[src/rtl/memory_if.sv]
// Data bus between the MEM stage and data memory.
// Address/strobe/wdata are valid while mem_req is high; rdata is valid with mem_ack.
interface memory_if;
  logic        mem_req;
  logic        mem_write;
  logic [31:0] mem_addr;
  logic [31:0] mem_wdata;
  logic [3:0]  mem_strobe;
  logic        mem_ack;
  logic [31:0] mem_rdata;

  modport master (
    output mem_req, mem_write, mem_addr, mem_wdata, mem_strobe,
    input  mem_ack, mem_rdata
  );

  modport slave (
    input  mem_req, mem_write, mem_addr, mem_wdata, mem_strobe,
    output mem_ack, mem_rdata
  );
endinterface

[src/rtl/memory.sv]
// MEM pipeline stage: data bus access FSM and MEM/WB register.
// Define MISALIGNED_TRAP_EN to trap misaligned half/word accesses.
module memory (
  input  logic        clk,
  input  logic        reset,
  input  logic [31:0] pc_in,
  input  logic [31:0] next_pc_in,
  input  logic [31:0] alu_data_in,
  input  logic [31:0] rs2_data_in,
  input  logic [31:0] csr_data_in,
  input  logic        branch_taken_in,
  input  logic        load_in,
  input  logic        store_in,
  input  logic        load_signed_in,
  input  logic        mret_in,
  input  logic        wfi_in,
  input  logic        exception_in,
  input  logic [1:0]  load_store_size_in,
  input  logic [1:0]  write_select_in,
  input  logic [4:0]  rd_address_in,
  input  logic [11:0] csr_address_in,
  input  logic [3:0]  ecause_in,
  input  logic        valid_in,
  input  logic        stall,
  input  logic        invalidate,
  output logic        mem_busy,
  memory_if.master    bus,
  output logic [31:0] pc_out,
  output logic [31:0] next_pc_out,
  output logic [31:0] alu_data_out,
  output logic [31:0] csr_data_out,
  output logic [31:0] load_data_out,
  output logic        branch_taken_out,
  output logic        mret_out,
  output logic        wfi_out,
  output logic        valid_out,
  output logic        exception_out,
  output logic [1:0]  write_select_out,
  output logic [4:0]  rd_address_out,
  output logic [11:0] csr_address_out,
  output logic [3:0]  ecause_out
);

  typedef enum logic {IDLE, WAIT} state_t;

  typedef struct packed {
    logic [31:0] pc;
    logic [31:0] next_pc;
    logic [31:0] alu;
    logic [31:0] csr;
    logic [31:0] load_data;
    logic        branch;
    logic        mret;
    logic        wfi;
    logic        valid;
    logic        exc;
    logic [1:0]  wsel;
    logic [4:0]  rd;
    logic [11:0] csra;
    logic [3:0]  ecause;
  } wb_t;

  state_t      state_q, state_d;
  logic        done_q, done_d;
  logic [31:0] held_q, held_d;
  wb_t         wb_q, wb_d;

  logic        is_byte, is_half, is_word;
  logic [1:0]  off;
  logic        misaligned, mis_trap, start;
  logic        ack_hit, capture;
  logic [31:0] shifted, ext, load_data;

  assign is_byte = load_store_size_in == 2'd0;
  assign is_half = load_store_size_in == 2'd1;
  assign is_word = load_store_size_in[1];

  // Lane offset with the bits that cannot be honoured forced to zero.
  assign off = is_byte ? alu_data_in[1:0] :
               is_half ? {alu_data_in[1], 1'b0} : 2'b00;

`ifdef MISALIGNED_TRAP_EN
  assign misaligned = (is_half & alu_data_in[0]) |
                      (is_word & |alu_data_in[1:0]);
`else
  assign misaligned = 1'b0;
`endif

  assign mis_trap = valid_in & (load_in | store_in) &
                    ~exception_in & misaligned;

  assign start = valid_in & (load_in | store_in) & ~exception_in &
                 ~invalidate & ~misaligned & ~done_q &
                 (state_q == IDLE);

  always_ff @(posedge clk) begin
    if (reset) begin
      state_q <= IDLE;
      done_q  <= 1'b0;
      held_q  <= '0;
      wb_q    <= '0;
    end else begin
      state_q <= state_d;
      done_q  <= done_d;
      held_q  <= held_d;
      wb_q    <= wb_d;
    end
  end

  always_comb begin
    state_d = state_q;
    unique case (state_q)
      IDLE: if (start & ~bus.mem_ack) state_d = WAIT;
      WAIT: if (bus.mem_ack) state_d = IDLE;
      default: state_d = IDLE;
    endcase
  end

  always_comb begin
    bus.mem_req = ~reset &
                  (((state_q == IDLE) & start) | (state_q == WAIT));
    bus.mem_write  = store_in & ~reset;
    bus.mem_addr   = {alu_data_in[31:2], 2'b00};
    bus.mem_strobe = is_byte ? (4'b0001 << off) :
                     is_half ? (4'b0011 << off) : 4'b1111;
    bus.mem_wdata  = is_byte ? {4{rs2_data_in[7:0]}} :
                     is_half ? {2{rs2_data_in[15:0]}} : rs2_data_in;
    mem_busy = bus.mem_req & ~bus.mem_ack;
    ack_hit  = bus.mem_req & bus.mem_ack;
    capture  = ~stall & ~mem_busy;
  end

  always_comb begin
    shifted = bus.mem_rdata >> {off, 3'b000};
    ext = is_byte ? {{24{load_signed_in & shifted[7]}}, shifted[7:0]} :
          is_half ? {{16{load_signed_in & shifted[15]}}, shifted[15:0]} :
                    shifted;
    load_data = '0;
    if (load_in) load_data = done_q ? held_q : (ack_hit ? ext : 32'd0);
  end

  // Data acked under stall is parked until the MEM/WB register takes it.
  always_comb begin
    done_d = done_q;
    held_d = held_q;
    if (capture) begin
      done_d = 1'b0;
    end else if (ack_hit) begin
      done_d = 1'b1;
      held_d = ext;
    end
  end

  always_comb begin
    wb_d = wb_q;
    if (capture) begin
      wb_d.pc        = pc_in;
      wb_d.next_pc   = next_pc_in;
      wb_d.alu       = alu_data_in;
      wb_d.csr       = csr_data_in;
      wb_d.load_data = load_data;
      wb_d.branch    = branch_taken_in;
      wb_d.mret      = mret_in;
      wb_d.wfi       = wfi_in;
      wb_d.valid     = valid_in & ~invalidate;
      wb_d.exc       = exception_in | mis_trap;
      wb_d.wsel      = write_select_in;
      wb_d.rd        = rd_address_in;
      wb_d.csra      = csr_address_in;
      wb_d.ecause    = mis_trap ? (store_in ? 4'd6 : 4'd4) : ecause_in;
    end else if (~stall) begin
      wb_d.valid = 1'b0;
    end
  end

  assign pc_out           = wb_q.pc;
  assign next_pc_out      = wb_q.next_pc;
  assign alu_data_out     = wb_q.alu;
  assign csr_data_out     = wb_q.csr;
  assign load_data_out    = wb_q.load_data;
  assign branch_taken_out = wb_q.branch;
  assign mret_out         = wb_q.mret;
  assign wfi_out          = wb_q.wfi;
  assign valid_out        = wb_q.valid;
  assign exception_out    = wb_q.exc;
  assign write_select_out = wb_q.wsel;
  assign rd_address_out   = wb_q.rd;
  assign csr_address_out  = wb_q.csra;
  assign ecause_out       = wb_q.ecause;

endmodule

[src/flat_wrapper.sv]
// flat-port wrapper written by rule: the top's interface ports become plain ports
module memory_flat 
  (clk, reset, pc_in, next_pc_in, alu_data_in, rs2_data_in, csr_data_in, branch_taken_in, load_in, store_in, load_signed_in, mret_in, wfi_in, exception_in, load_store_size_in, write_select_in, rd_address_in, csr_address_in, ecause_in, valid_in, stall, invalidate, mem_busy, pc_out, next_pc_out, alu_data_out, csr_data_out, load_data_out, branch_taken_out, mret_out, wfi_out, valid_out, exception_out, write_select_out, rd_address_out, csr_address_out, ecause_out, bus_mem_req, bus_mem_write, bus_mem_addr, bus_mem_wdata, bus_mem_strobe, bus_mem_ack, bus_mem_rdata);
  memory_if bus_i ();
  input  logic clk;
  input  logic reset;
  input  logic [31:0] pc_in;
  input  logic [31:0] next_pc_in;
  input  logic [31:0] alu_data_in;
  input  logic [31:0] rs2_data_in;
  input  logic [31:0] csr_data_in;
  input  logic branch_taken_in;
  input  logic load_in;
  input  logic store_in;
  input  logic load_signed_in;
  input  logic mret_in;
  input  logic wfi_in;
  input  logic exception_in;
  input  logic [1:0] load_store_size_in;
  input  logic [1:0] write_select_in;
  input  logic [4:0] rd_address_in;
  input  logic [11:0] csr_address_in;
  input  logic [3:0] ecause_in;
  input  logic valid_in;
  input  logic stall;
  input  logic invalidate;
  output logic mem_busy;
  output logic [31:0] pc_out;
  output logic [31:0] next_pc_out;
  output logic [31:0] alu_data_out;
  output logic [31:0] csr_data_out;
  output logic [31:0] load_data_out;
  output logic branch_taken_out;
  output logic mret_out;
  output logic wfi_out;
  output logic valid_out;
  output logic exception_out;
  output logic [1:0] write_select_out;
  output logic [4:0] rd_address_out;
  output logic [11:0] csr_address_out;
  output logic [3:0] ecause_out;
  output wire logic [$bits(bus_i.mem_req)-1:0] bus_mem_req;
  output wire logic [$bits(bus_i.mem_write)-1:0] bus_mem_write;
  output wire logic [$bits(bus_i.mem_addr)-1:0] bus_mem_addr;
  output wire logic [$bits(bus_i.mem_wdata)-1:0] bus_mem_wdata;
  output wire logic [$bits(bus_i.mem_strobe)-1:0] bus_mem_strobe;
  input wire logic [$bits(bus_i.mem_ack)-1:0] bus_mem_ack;
  input wire logic [$bits(bus_i.mem_rdata)-1:0] bus_mem_rdata;
  assign bus_mem_req = bus_i.mem_req;
  assign bus_mem_write = bus_i.mem_write;
  assign bus_mem_addr = bus_i.mem_addr;
  assign bus_mem_wdata = bus_i.mem_wdata;
  assign bus_mem_strobe = bus_i.mem_strobe;
  assign bus_i.mem_ack = bus_mem_ack;
  assign bus_i.mem_rdata = bus_mem_rdata;
  memory u_core (.clk(clk), .reset(reset), .pc_in(pc_in), .next_pc_in(next_pc_in), .alu_data_in(alu_data_in), .rs2_data_in(rs2_data_in), .csr_data_in(csr_data_in), .branch_taken_in(branch_taken_in), .load_in(load_in), .store_in(store_in), .load_signed_in(load_signed_in), .mret_in(mret_in), .wfi_in(wfi_in), .exception_in(exception_in), .load_store_size_in(load_store_size_in), .write_select_in(write_select_in), .rd_address_in(rd_address_in), .csr_address_in(csr_address_in), .ecause_in(ecause_in), .valid_in(valid_in), .stall(stall), .invalidate(invalidate), .mem_busy(mem_busy), .bus(bus_i), .pc_out(pc_out), .next_pc_out(next_pc_out), .alu_data_out(alu_data_out), .csr_data_out(csr_data_out), .load_data_out(load_data_out), .branch_taken_out(branch_taken_out), .mret_out(mret_out), .wfi_out(wfi_out), .valid_out(valid_out), .exception_out(exception_out), .write_select_out(write_select_out), .rd_address_out(rd_address_out), .csr_address_out(csr_address_out), .ecause_out(ecause_out));
endmodule
[config.mk]
export PLATFORM = sky130hd
export DESIGN_NAME = memory_flat
export DESIGN_NICKNAME = d
export VERILOG_FILES = /design/src/rtl/memory_if.sv /design/src/rtl/memory.sv /design/src/flat_wrapper.sv
export SDC_FILE = /design/constraint.sdc
export NUM_CORES = 1
export LEC_CHECK = 0
export BUFFER_PORTS_ARGS = -buffer_cell sky130_fd_sc_hd__buf_2
export CORE_AREA = 3 3 187 189
export CTS_BUF_LIST = sky130_fd_sc_hd__clkbuf_8
export DETAILED_ROUTE_END_ITERATION = 10
export DIE_AREA = 0 0 190 192
export GPL_TIMING_DRIVEN = 0
export PLACE_DENSITY = 0.52
export RECOVER_POWER = 100
export SYNTH_ARGS = -nofsm -noshare
export SYNTH_HDL_FRONTEND = slang
export SYNTH_SLANG_ARGS = --single-unit
export TNS_END_PERCENT = 30
[constraint.sdc]
create_clock -name clk -period 4.9 [get_ports clk]
set_input_delay 0.245 -clock clk [delete_from_list [all_inputs] [get_ports clk]]
set_output_delay 0.245 -clock clk [all_outputs]
set_load 0.005 [all_outputs]
## After elaboration in Yosys (flattened, before gate mapping)

Cells that the tools add are included.

| word-level totals | value |
|---|---|
| bits in registers | 222 |
| logic and storage cells | 67 |

| operators by class | value |
|---|---|
| eq/ne operators | 2 |
| shift-type cells | 3 |
| multiplexer cells | 16 |
| bitwise gates (word level) | 26 |
| reductions and logical operators | 3 |

Operators by type and width:

| cell | number |
|---|---|
| $mux 32 | 7 |
| $shr 32x5->32 | 1 |
| $and 1x1->1 | 15 |
| $not 1->1 | 9 |
| $mux 4 | 2 |
| $mux 1 | 4 |
| $mux 2 | 2 |
| $shl 1x2->4 const A | 1 |
| $shl 2x2->4 const A | 1 |
| $eq 2x1->1 const B | 1 |
| $logic_not 2->1 | 1 |
| $ne 2x1->1 const B | 1 |
| $or 1x1->1 | 2 |
| $pmux 1 s2 | 1 |
| $reduce_and 2->1 | 1 |
| $reduce_or 2->1 | 1 |

## Depth between registers and ports, before layout

| depth | value |
|---|---|
| depth after elaboration | 14 |
| gate-level depth with buffers | 8 |
| mapped depth without buffers | 7 |

## Worst setup path before layout

Ideal clock, no wire load.

| timing | value |
|---|---|
| path type | reg-to-reg |
| start | register u_core.done_q |
| end | register u_core.held_q[17] |
| library setup time | 139 ps |
| arrival time | 1,637 ps |
| slack | 3,124 ps |
| cell stages (with the launch flop) | 8 |
| path buffers | 2 |
| clock period less this slack | 1,776 ps |
| cells stage by stage | dfxtp_1 -> nor4b_2 -> a21oi_2 -> or3_1 -> clkbuf_1 -> buf_2 -> a21oi_1 -> a211oi_2 |

| between the ends | value |
|---|---|
| longest elaborated chain between the ends | 11 |

RTL lines:

| element | line | RTL |
|---|---|---|
| from (decl) | memory.sv:64 | `logic done_q, done_d;` |
| from (signal assigned) | memory.sv:104 | `done_q <= done_d;` |
| $not 1->1 (*) | memory.sv:93 | `~invalidate & ~misaligned & ~done_q &` |
| $and 1x1->1 (*) (2 in series) | memory.sv:93 |  |
| $and 1x1->1 (*) | memory.sv:121 | `(((state_q == IDLE) & start) \| (state_q == WAIT));` |
| $or 1x1->1 (*) | memory.sv:121 |  |
| $and 1x1->1 (*) | memory.sv:120 | `bus.mem_req = ~reset &` |
| $and 1x1->1 | memory.sv:128 | `mem_busy = bus.mem_req & ~bus.mem_ack;` |
| $not 1->1 | memory.sv:130 | `capture = ~stall & ~mem_busy;` |
| $and 1x1->1 | memory.sv:130 |  |
| $not 1->1 (no source line) | - |  |
| $reduce_and 2->1 (no source line) (*) | - |  |
| to (signal assigned) | memory.sv:105 | `held_q <= held_d;` |
| to (decl) | memory.sv:65 | `logic [31:0] held_q, held_d;` |

Every way passes the cells marked *; elsewhere a longest branch is shown, timed or not.
A chain may end at the register's enable or synchronous reset.

## Worst setup path after layout

| timing | value |
|---|---|
| start | input load_store_size_in[1] |
| end | register u_core.held_q[19] |

| between the ends | value |
|---|---|
| longest elaborated chain between the ends | 7 |

RTL lines:

| element | line | RTL |
|---|---|---|
| from (decl) | flat_wrapper.sv:19 | `input logic [1:0] load_store_size_in;` |
| $eq 2x1->1 | memory.sv:75 | `assign is_half = load_store_size_in == 2'd1;` |
| $mux 2 | memory.sv:80 | `is_half ? {alu_data_in[1], 1'b0} : 2'b00;` |
| $mux 2 | memory.sv:79 | `assign off = is_byte ? alu_data_in[1:0] :` |
| $shr 32x5->32 | memory.sv:134 | `shifted = bus.mem_rdata >> {off, 3'b000};` |
| $and 1x1->1 | memory.sv:136 | `is_half ? {{16{load_signed_in & shifted[15]}}, shifted[15:0]} :` |
| $mux 32 | memory.sv:136 |  |
| $mux 32 (*) | memory.sv:135 | `ext = is_byte ? {{24{load_signed_in & shifted[7]}}, shifted[7:0]} :` |

Marks and branches as above.

==> summary.md <==
| Metric | Value |
|---|---|
| Worst Path Max Fanout | `10` |
| Worst Setup Path Type | `primary input to flip-flop` |
| Max-slew violations | `10` |
| Family with the most delay on the worst path | `simple AND/OR/NAND/NOR gates` |
| Share of cells above drive strength 1 | `23.1%` |
| LEAKAGE | `between 6 and 7 nW` |
| WL/cell | `around 18 um` |
| CP required | `approximately 5.4 ns` |
| Worst hold path type | `primary input to flip-flop` |
| Initial Util | `between 20% and 30%` |
| Vias | `10700` |
| HPWL Detailed | `approximately 32 mm` |
| Crit path largest cell delay | `approximately 1.2 ns` |
| Layout net count | `between 2000 and 2500` |
| Post-route minimum period | `~3.4 ns` |
| DRC violation count after routing | `0` |
| Final setup viols | `0` |
| Final Hold Fails | `0` |
| Register area share after synthesis | `47.4%` |
| Syn-to-layout area delta | `52.8%` |
| Final hold slack | `slightly below 0.07 ns` |
| Most frequent cell on the critical path | `clkbuf_1` |
| Worst Tran Pin Value | `about 1.5 ns` |
| Status | `finished, violations left` |
| Initial antenna violation count | `3` |
| Number of global-route vias before repair | `~10000` |
| Chip height | `approximately 190 um` |
| CP Launch Type | `primary input` |
| Root Buffer | `clkbuf_8` |
| Post-Route WL | `around 42 mm` |
| Core area | `roughly 33000 um2` |
| Ys flop type | `dfxtp_1` |
| Io pins | `between 400 and 500` |
| Synth Instances | `between 1000 and 1500` |
| Crit. End Element | `flip-flop` |
| Worst VDD drop | `approximately 0.16 mV` |
| Critical path, cell by cell | `clkbuf_1 > clkbuf_1 > nor2_1 > nand2_1 > nor4_1 > a41oi_1 > clkbuf_1 > a211oi_1` |
| Clock Pin Slew Worst Setup and Hold Paths | `about 0.060 ns` |
| Die area | `~36000 um2` |
| Num rows | `67` |
| Worst setup margin | `~1.5 ns` |
| Pre-CTS setup slack | `between 2 and 3 ns` |
| Largest net degree at the start of global routing | `11` |
| Drt first pass iters | `6` |
| Post-synth EDFFs | `0` |
| Fraction of registers with async set/reset | `0%` |
| Total grt overflow | `0` |
| Ant. Diodes | `0` |
| Critical Path AT | `between 3 and 4 ns` |
| Die width | `~190 um` |
| Violated checks | `max-capacitance violations, max-slew violations` |
| Clock sink count | `222` |
| Routability cong. | `0.859` |
| Total Routing Usage GR | `a little over a fifth` |
| Achievable Freq | `approximately 290 MHz` |
| First-pass GRT wire length | `60.6 mm` |
| Setup Skew | `between 0.02 and 0.025 ns` |
| Port bufs | `slightly below 500` |
| H-tree levels | `2` |
| Fillers | `~3600` |
| Mean Syn Cell Area | `between 8 and 9 um2` |
| Tcrit/Tclk final | `between 60% and 70%` |
| Post-route ant nets | `0` |
| Deepest clock path buffer count | `3` |
| Dpl cells | `2065` |
| DRT iter0 DRCs | `between 700 and 800` |
| RSZ-0062 raised after global routing | `false` |
| Most frequent cells in the layout | `nand2_1 (348), buf_2 (293), clkbuf_1 (274)` |
| Slowest cell on crit path | `nor4_1` |
| Cell Count, Final, Fillers Out | `approximately 2300` |
| TNS Setup | `0 ns` |
| Most common cell after layout, fill and taps aside | `nand2_1` |
| CTS Buf Count | `41` |
| Cell Area, Synth | `approximately 9400 um2` |
| Clk_lat worst skew | `about 0.55 ns` |
| CTS tree | `built` |
| Yosys cell types | `53` |
| Syn. warnings | `0` |
| Vias per inst | `about 4.7` |
| Buf/Inv on CP | `3` |
| Yosys reg bits | `222` |
| Max-Cap Viols | `1` |
| Pwr dens | `around 310 nW/um2` |
| Worst slew margin | `-3.07%` |
## power breakdown
group	internal, mW	total, mW	leakage, nW	switching, mW
clock	1.02	1.81	0.454	0.791
combinational	0.320	0.692	3.75	0.372
sequential	1.88	1.92	1.82	0.0398
## layout make-up
cell class,instances,area (um2),share of cell area (%)
plain buffers,131,688,4.80
clock buffers,50,688,4.80
clock inverters,16,124,0.864
inverters,24,91.3,0.637
multi-input cells,755,4010,28.0
flip-flops and latches,222,4440,31.0
well taps,448,561,3.91
repair buffers,641,3730,26.0
## worst register-to-register path, delay by kind of cell, from the launching register on
family / cells / cell delay [ns]
compound gates: 3 / 0.95
buf+inv: 2 / 1.09
simple gates: 2 / 0.63
flops: 1 / 0.33
## path summary, 6_finish.rpt
| path | from | slack, ns | end | cells past startpoint |
|---|---|---|---|---|
| hold reg to reg | u_core.next_pc_out[9] | 0.45 | u_core.next_pc_out[9] | 2 |
| setup reg to reg | u_core.done_q | 1.81 | u_core.next_pc_out[16] | 7 |
| setup / recovery | load_store_size_in[1] | 1.49 | u_core.held_q[19] | 8 |
| hold / removal | alu_data_in[0] | 0.07 | u_core.alu_data_out[0] | 3 |
## state kept, by name, summed over array words and instances, names as in the netlist, 2 cells and up
signal,count
u_core.alu_data_out,32
u_core.csr_data_out,32
u_core.held_q,32
u_core.load_data_out,32
u_core.next_pc_out,32
u_core.pc_out,32
u_core.csr_address_out,12
u_core.rd_address_out,5
u_core.ecause_out,4
u_core.write_select_out,2
## metrics by stage
step	power [mW]	util, %	area (um2)
final	4.43	42.8	14300
after detailed placement	2.58	37.0	12400
after global placement	2.58	37.0	12400
after global routing	4.63	42.8	14300
after floorplan	2.25	-	9380
after CTS	4.51	44.1	14700
## kinds of logic (layout without fill, tap and decap cells)
logic type,after synthesis,in the layout,synth area share (%)
mux,31,31,4.46
buf+inv,155,862,8.73
flops,222,222,47.4
fa+ha+maj,2,2,0.267
other cells,1,2,0.0400
compound gates,304,304,20.6
simple gates,416,416,18.5
## Yosys cell counts (7+ instances only)
cell type	n	area (um2)
o31ai_1	17	128
mux2i_1	8	80.1
o21ai_0	25	125
mux2_2	16	180
buf_2	40	200
mux4_2	7	158
a221oi_1	16	140
inv_1	21	78.8
a222oi_1	15	150
a22oi_1	16	120
a211oi_2	10	125
a211oi_1	13	97.6
dfxtp_1	222	4440
nor2b_1	11	68.8
nand3_1	8	40.0
nand2_1	348	1310
nor2_1	25	93.8
clkbuf_1	41	154
a21oi_1	179	896
buf_4	41	308
## metal layers
metal / up-vias / GRT usage [%] / part of all wire, %
li1: 5190 / - / -
met1: 4902 / 24.8 / 40
met2: 495 / 38.8 / 51
met3: 80 / 4.67 / 7.1
met4: 4 / 7.11 / 2.8
met5: - / 0 / 0.067
## what timing repair did
action,CTS,global route
gates resized for setup,0,0
hold buffers,156,0
setup buffers,0,0
hold endpoints to repair,155,0
Note: power is estimated with default switching activity, not from simulation.
